==> config.mk <==
export PLATFORM = sky130hd
export DESIGN_NAME = jbi_ncrd_id_alloc
export DESIGN_NICKNAME = d
export VERILOG_FILES = /design/src/rtl/jbi_ncrd_id_alloc_pkg.sv /design/src/rtl/jbi_ncrd_pick.sv /design/src/rtl/jbi_ncrd_id_alloc.sv
export SDC_FILE = /design/constraint.sdc
export NUM_CORES = 1
export LEC_CHECK = 0
export ABC_AREA = 1
export BUFFER_PORTS_ARGS = -buffer_cell sky130_fd_sc_hd__buf_2
export CORE_UTILIZATION = 55
export DETAILED_ROUTE_END_ITERATION = 16
export PLACE_DENSITY = 0.82
export SYNTH_ARGS = -nofsm -noshare
export SYNTH_HDL_FRONTEND = slang
export SYNTH_SLANG_ARGS = --single-unit
export TNS_END_PERCENT = 1
==> constraint.sdc <==
create_clock -name clk -period 8.48 [get_ports clk]
set_input_delay 1.696 -clock clk [delete_from_list [all_inputs] [get_ports clk]]
set_output_delay 1.696 -clock clk [all_outputs]
set_load 0.02 [all_outputs]
==> src/rtl/jbi_ncrd_id_alloc_pkg.sv <==
// Shared jbi_mout NCRD constants plus the ID demux used by the allocator and the timeout tracker.
package jbi_ncrd_id_alloc_pkg;

    localparam int JBI_NCRD_IDS   = 16;
    localparam int JBI_NCRD_ID_W  = 4;
    localparam int JBI_NCRD_CNT_W = 5;

    function automatic logic [JBI_NCRD_IDS-1:0] jbi_demux_4to16(input logic [JBI_NCRD_ID_W-1:0] id);
        jbi_demux_4to16 = {{(JBI_NCRD_IDS-1){1'b0}}, 1'b1} << id;
    endfunction

    function automatic logic [JBI_NCRD_CNT_W-1:0] jbi_ncrd_popcnt(input logic [JBI_NCRD_IDS-1:0] v);
        jbi_ncrd_popcnt = '0;
        for (int i = 0; i < JBI_NCRD_IDS; i++)
            jbi_ncrd_popcnt = jbi_ncrd_popcnt + {{(JBI_NCRD_CNT_W-1){1'b0}}, v[i]};
    endfunction

endpackage

==> src/rtl/jbi_ncrd_pick.sv <==
// Combinational free-ID finder. JBI_NCRD_RR_ALLOC_EN selects round-robin from i_start;
// otherwise the lowest-numbered free ID wins and i_start is ignored.
module jbi_ncrd_pick
    import jbi_ncrd_id_alloc_pkg::*;
(
    input  logic [JBI_NCRD_IDS-1:0]  i_free,
    input  logic [JBI_NCRD_ID_W-1:0] i_start,
    output logic                     o_found,
    output logic [JBI_NCRD_ID_W-1:0] o_idx
);

`ifdef JBI_NCRD_RR_ALLOC_EN
    logic [JBI_NCRD_ID_W-1:0] w_j;

    // Walk offsets high to low so the smallest offset from i_start is the last writer.
    always_comb begin
        o_found = 1'b0;
        o_idx   = '0;
        w_j     = '0;
        for (int i = JBI_NCRD_IDS-1; i >= 0; i--) begin
            w_j = i_start + i[JBI_NCRD_ID_W-1:0];
            if (i_free[w_j]) begin
                o_found = 1'b1;
                o_idx   = w_j;
            end
        end
    end
`else
    logic w_unused_start;
    assign w_unused_start = ^i_start;

    always_comb begin
        o_found = 1'b0;
        o_idx   = '0;
        for (int i = JBI_NCRD_IDS-1; i >= 0; i--) begin
            if (i_free[i]) begin
                o_found = 1'b1;
                o_idx   = i[JBI_NCRD_ID_W-1:0];
            end
        end
    end
`endif

endmodule

==> src/rtl/jbi_ncrd_id_alloc.sv <==
// NCRD JBus ID allocator: owns the busy vector, throttles to the CSR limit, handles quiesce.
// JBI_NCRD_RR_ALLOC_EN enables round-robin ID allocation (default: lowest free ID).
module jbi_ncrd_id_alloc
    import jbi_ncrd_id_alloc_pkg::*;
(
    input  logic                      clk,
    input  logic                      rst_l,
    input  logic                      req_valid,
    output logic                      req_ready,
    output logic                      ncrd_sent,
    output logic [JBI_NCRD_ID_W-1:0]  ncrd_id,
    input  logic                      rtn_data_seen,
    input  logic [JBI_NCRD_ID_W-1:0]  rtn_data_id,
    input  logic                      ncio_mout_nack_pop,
    input  logic [JBI_NCRD_ID_W-1:0]  nack_error_id,
    input  logic [JBI_NCRD_CNT_W-1:0] csr_ncrd_max,
    input  logic                      csr_quiesce,
    output logic                      ncrd_idle,
    output logic [JBI_NCRD_CNT_W-1:0] ncrd_outstanding,
    output logic                      err_unexp_rtn
);

    localparam logic [JBI_NCRD_CNT_W-1:0] MAX_CNT = JBI_NCRD_IDS[JBI_NCRD_CNT_W-1:0];

    logic [JBI_NCRD_IDS-1:0]   r_busy;
    logic [JBI_NCRD_CNT_W-1:0] r_cnt;
    logic                      r_ncrd_sent;
    logic [JBI_NCRD_ID_W-1:0]  r_ncrd_id;
    logic                      r_ncrd_idle;
    logic                      r_err_unexp;

    logic [JBI_NCRD_CNT_W-1:0] w_lim;
    logic                      w_ready;
    logic                      w_accept;
    logic                      w_found;
    logic [JBI_NCRD_ID_W-1:0]  w_gid;
    logic [JBI_NCRD_ID_W-1:0]  w_start;
    logic [JBI_NCRD_IDS-1:0]   w_grant_oh;
    logic [JBI_NCRD_IDS-1:0]   w_free_d;
    logic [JBI_NCRD_IDS-1:0]   w_free_n;
    logic [JBI_NCRD_IDS-1:0]   w_free_ok;
    logic                      w_free_bad;
    logic [JBI_NCRD_CNT_W-1:0] w_cnt_next;
    logic [JBI_NCRD_IDS-1:0]   w_busy_next;

`ifdef JBI_NCRD_RR_ALLOC_EN
    logic [JBI_NCRD_ID_W-1:0]  r_ptr;

    always_ff @(posedge clk) begin
        if (!rst_l)
            r_ptr <= '0;
        else if (w_accept)
            r_ptr <= w_gid + 1'b1;
    end

    assign w_start = r_ptr;
`else
    assign w_start = '0;
`endif

    jbi_ncrd_pick u_pick (
        .i_free  (~r_busy),
        .i_start (w_start),
        .o_found (w_found),
        .o_idx   (w_gid)
    );

    assign w_lim    = (csr_ncrd_max == '0 || csr_ncrd_max > MAX_CNT) ? MAX_CNT : csr_ncrd_max;
    assign w_ready  = !csr_quiesce && (r_cnt < w_lim) && (r_busy != '1);
    assign w_accept = req_valid && w_ready && w_found;

    // A data return and a NACK for the same ID collapse to one free via the OR.
    assign w_free_d    = rtn_data_seen      ? jbi_demux_4to16(rtn_data_id)   : '0;
    assign w_free_n    = ncio_mout_nack_pop ? jbi_demux_4to16(nack_error_id) : '0;
    assign w_free_ok   = (w_free_d | w_free_n) & r_busy;
    assign w_free_bad  = |((w_free_d | w_free_n) & ~r_busy);
    assign w_grant_oh  = w_accept ? jbi_demux_4to16(w_gid) : '0;
    assign w_busy_next = (r_busy & ~w_free_ok) | w_grant_oh;
    assign w_cnt_next  = r_cnt + {{(JBI_NCRD_CNT_W-1){1'b0}}, w_accept} - jbi_ncrd_popcnt(w_free_ok);

    always_ff @(posedge clk) begin
        if (!rst_l) begin
            r_busy      <= '0;
            r_cnt       <= '0;
            r_ncrd_sent <= 1'b0;
            r_ncrd_id   <= '0;
            r_ncrd_idle <= 1'b0;
            r_err_unexp <= 1'b0;
        end else begin
            r_busy      <= w_busy_next;
            r_cnt       <= w_cnt_next;
            r_ncrd_sent <= w_accept;
            if (w_accept)
                r_ncrd_id <= w_gid;
            r_ncrd_idle <= csr_quiesce && (w_cnt_next == '0);
            r_err_unexp <= w_free_bad;
        end
    end

    assign req_ready        = w_ready;
    assign ncrd_sent        = r_ncrd_sent;
    assign ncrd_id          = r_ncrd_id;
    assign ncrd_idle        = r_ncrd_idle;
    assign ncrd_outstanding = r_cnt;
    assign err_unexp_rtn    = r_err_unexp;

endmodule

==> impl_metrics.env <==
export IMPL_cts_resized=0
export IMPL_drt_wl_cell_um=14.0
export IMPL_critical_path_endpoint="ncrd_outstanding[4]"
export IMPL_cts_htree_levels=1
export IMPL_cts_path_max_buffers=2
export IMPL_final_setup_viol_count=0
export IMPL_max_freq_ghz=0.147
export IMPL_post_cts_buffers=0
export IMPL_filler_cell_count=373
export IMPL_cts_made_buffers=3
export IMPL_timing_critical_path_from_type="primary input"
export IMPL_synthesis_instances=336
export IMPL_regArea_um2=561
export IMPL_tcrit_tclk_final=0.800
export IMPL_floorplan_rows=23
export IMPL_dp_hpwl_mm=4.88
export IMPL_multi_input_gate_area_in_the_final_layout_mm2=0.00156
export IMPL_avgSynthCellArea_um2=7.27
export IMPL_critical_path_required_ns=8.70
export IMPL_detail_route_wirelength_mm=5.85
export IMPL_worst_setup_path_startpoint="csr_ncrd_max[0]"
export IMPL_route_vias_total=2330
export IMPL_power_density_mw_per_mm2=240
export IMPL_global_route_wire_length_before_repair_mm=9.34
export IMPL_timing_critical_path_fanout_max=6
export IMPL_floorplan_die_area_mm2=0.00471
export IMPL_synth_seq_area_share=0.229
export IMPL_design_power_total_uw=651
export IMPL_synth_distinct_cells=33
export IMPL_hold_slack_ns=0.502
export IMPL_first_global_vias=2138
export IMPL_tritonroute_pass_1_iters=5
export IMPL_irDropWorstVdd_uv=138
export IMPL_yosysTopAreaCellShare=0.229
export IMPL_remaining_drc_errors=0
export IMPL_slew_limit_headroom=0.503
export IMPL_area_growth_syn_to_layout_pct=10.9
export IMPL_design_portCount=32
export IMPL_gr_total_overflow=0
export IMPL_r2r_start="ncrd_outstanding[2]"
export IMPL_detail_route_vias_per_cell=5.56
export IMPL_synth_largest_area_cell="sky130_fd_sc_hd__dfxtp_1"
export IMPL_cts_clk_slew_worst_paths_ns=0.10
export IMPL_drive_gt1_frac=0.157
export IMPL_track_usage=0.271
export IMPL_timing_hold_worst_path_depth=2
export IMPL_mostFrequentLayoutCells="sky130_fd_sc_hd__inv_1 (76), sky130_fd_sc_hd__nor2_1 (43), sky130_fd_sc_hd__nand2_1 (36), sky130_fd_sc_hd__buf_2 (31), sky130_fd_sc_hd__dfxtp_1 (28)"
export IMPL_fp_coreArea_mm2=0.00414
export IMPL_critPathArrivalTime_ns=7.00
export IMPL_p_leak_uw=0.00116
export IMPL_dieHeight_um=68.7
export IMPL_r2r_slack_ns=3.80
export IMPL_clkLatencyLatePin_ns=0.28
export IMPL_worst_slew_pin_transition_ns=0.745
export IMPL_ctsHoldBuffers=0
export IMPL_antennaDiodeCount=0
export IMPL_clockRootBuffer="sky130_fd_sc_hd__clkbuf_8"
export IMPL_synth_edf_count=0
export IMPL_postSynthNetCount=389
export IMPL_final_nets=423
export IMPL_status="finished, final reports clean"
export IMPL_class_of_the_worst_hold_path="register to register"
export IMPL_utilization=0.654
export IMPL_number_of_antenna_violations_at_the_first_check_in_global_routing=0
export IMPL_cap_viol_max_count=0
export IMPL_setup_repair_after_global_routing_missed_its_margin="no"
export IMPL_yosys_warnings=0
export IMPL_worst_r2r_dst="ncrd_outstanding[4]"
export IMPL_timing_clock_skew_ns=0.00531
export IMPL_postSynthRegisterBits=28
export IMPL_async_flop_share=0
export IMPL_crit_type="primary input to register"
export IMPL_post_synth_main_area_contributors="sky130_fd_sc_hd__dfxtp_1 (23%), sky130_fd_sc_hd__inv_1 (12%), sky130_fd_sc_hd__fa_1 (11%), sky130_fd_sc_hd__ha_1 (10%), sky130_fd_sc_hd__nor2_1 (6.6%)"
export IMPL_grt_start_max_net_pins=24
export IMPL_drtAntennaViolNets=0
export IMPL_drt_initial_drc_count=193
export IMPL_die_width_um=68.7
export IMPL_final_worst_path_period_need_ns=6.79
export IMPL_port_buffers=31
export IMPL_cts_sinks=28
export IMPL_place_gp_congestion=1.02
export IMPL_layout_commonest_cell="sky130_fd_sc_hd__inv_1"
export IMPL_finalMaxSlewViolations=0
export IMPL_timing_hold_violations_final=0
export IMPL_floorplan_initialDensity=0.590
export IMPL_cts_tree="yes"
export IMPL_post_synth_instance_area_mm2=0.00244
export IMPL_worst_setup_path_end_kind="register"
export IMPL_postSynth_topFlopCell="sky130_fd_sc_hd__dfxtp_1"
export IMPL_worst_r2r_cell_count=22
export IMPL_tns_ns=0
## how the worst min path moves through the flow
stage / slack (ns) / to / start
finish: 0.50 / ncrd_id[3] / ncrd_id[3]
global route: 0.51 / ncrd_id[3] / ncrd_id[3]
CTS: 0.49 / ncrd_id[3] / ncrd_id[3]
detailed placement: 0.47 / ncrd_id[3] / ncrd_id[3]
global placement: 0.47 / ncrd_id[3] / ncrd_id[3]
floorplan: 0.48 / r_busy[6] / r_busy[6]
## layout make-up
cell class | instances | share of cell area
Clock buffer | 4 | 0.0203
Inverter | 83 | 0.115
Timing Repair Buffer | 31 | 0.0573
Tap cell | 50 | 0.0231
Sequential cell | 28 | 0.207
Multi-Input combinational cell | 223 | 0.577
## power breakdown
part / leakage, uW / internal, uW / switching [uW]
clock network: 0.0000288 / 41.7 / 43.8
logic: 0.000899 / 174 / 225
registers: 0.000228 / 151 / 14.9
## synth_stat cells (3+ instances only)
library cell and n:
sky130_fd_sc_hd__inv_1 76, sky130_fd_sc_hd__nor2_1 43, sky130_fd_sc_hd__nand2_1 36, sky130_fd_sc_hd__dfxtp_1 28, sky130_fd_sc_hd__ha_1 20, sky130_fd_sc_hd__a21oi_1 17
sky130_fd_sc_hd__nor3_1 16, sky130_fd_sc_hd__o22ai_1 16, sky130_fd_sc_hd__fa_1 14, sky130_fd_sc_hd__nand4_1 13, sky130_fd_sc_hd__nand3_1 8, sky130_fd_sc_hd__a22oi_1 6
sky130_fd_sc_hd__inv_2 6, sky130_fd_sc_hd__nand2_2 5, sky130_fd_sc_hd__xnor2_1 5, sky130_fd_sc_hd__o21ai_1 4, sky130_fd_sc_hd__nand2_4 3
## state kept, by name, indices dropped and copies added, names as in the netlist
register,flops
ncrd_sent,1
r_busy,16
ncrd_id,4
ncrd_outstanding,5
ncrd_idle,1
err_unexp_rtn,1
## per-layer routing
layer	vias to the layer above	routed length (um)	track usage	part of all wire
met3	10	434	0.0461	0.074
li1	1163	-	-	-
met4	0	119	0.0990	0.020
met1	1047	2640	0.352	0.45
met5	-	0	0	0
met2	110	2660	0.449	0.45
## worst max-delay path, stage by stage
cell,delay (ns)
sky130_fd_sc_hd__buf_2,0.10
sky130_fd_sc_hd__or4_1,0.52
sky130_fd_sc_hd__ha_1,0.28
sky130_fd_sc_hd__inv_1,0.10
sky130_fd_sc_hd__nand2_1,0.07
sky130_fd_sc_hd__ha_1,0.29
sky130_fd_sc_hd__a21oi_1,0.15
sky130_fd_sc_hd__o21ai_1,0.07
sky130_fd_sc_hd__a211o_1,0.27
sky130_fd_sc_hd__a21oi_4,0.16
sky130_fd_sc_hd__nand2_4,0.10
sky130_fd_sc_hd__fa_1,0.44
sky130_fd_sc_hd__fa_1,0.38
sky130_fd_sc_hd__inv_1,0.07
sky130_fd_sc_hd__fa_1,0.41
sky130_fd_sc_hd__inv_1,0.08
sky130_fd_sc_hd__fa_1,0.40
sky130_fd_sc_hd__inv_1,0.06
sky130_fd_sc_hd__ha_1,0.13
sky130_fd_sc_hd__ha_1,0.14
sky130_fd_sc_hd__inv_1,0.05
sky130_fd_sc_hd__fa_1,0.38
sky130_fd_sc_hd__xnor2_1,0.19
sky130_fd_sc_hd__xnor2_1,0.15
sky130_fd_sc_hd__xnor2_1,0.16
sky130_fd_sc_hd__inv_1,0.07
sky130_fd_sc_hd__nor2_1,0.07
## kinds of logic after synthesis
kind of cell | count (synthesis) | synth area share
and+or+nand+nor | 133 | 0.269
adders and majority gates | 34 | 0.217
buffers and inverters | 85 | 0.131
DFF | 28 | 0.229
xor gates and xnor gates | 6 | 0.0215
AOI/OAI and AO/OA | 50 | 0.132
## metrics by stage
step | area, um^2 | setup WS [ns] | instances
floorplan | 2440 | 1.72 | 336
global placement | 2650 | 1.62 | 415
global route | 2710 | 1.34 | 419
CTS | 2710 | 1.70 | 419
finish | 2710 | 1.69 | 419
detailed placement | 2650 | 1.42 | 415
Note: power is estimated with default switching activity, not from simulation.
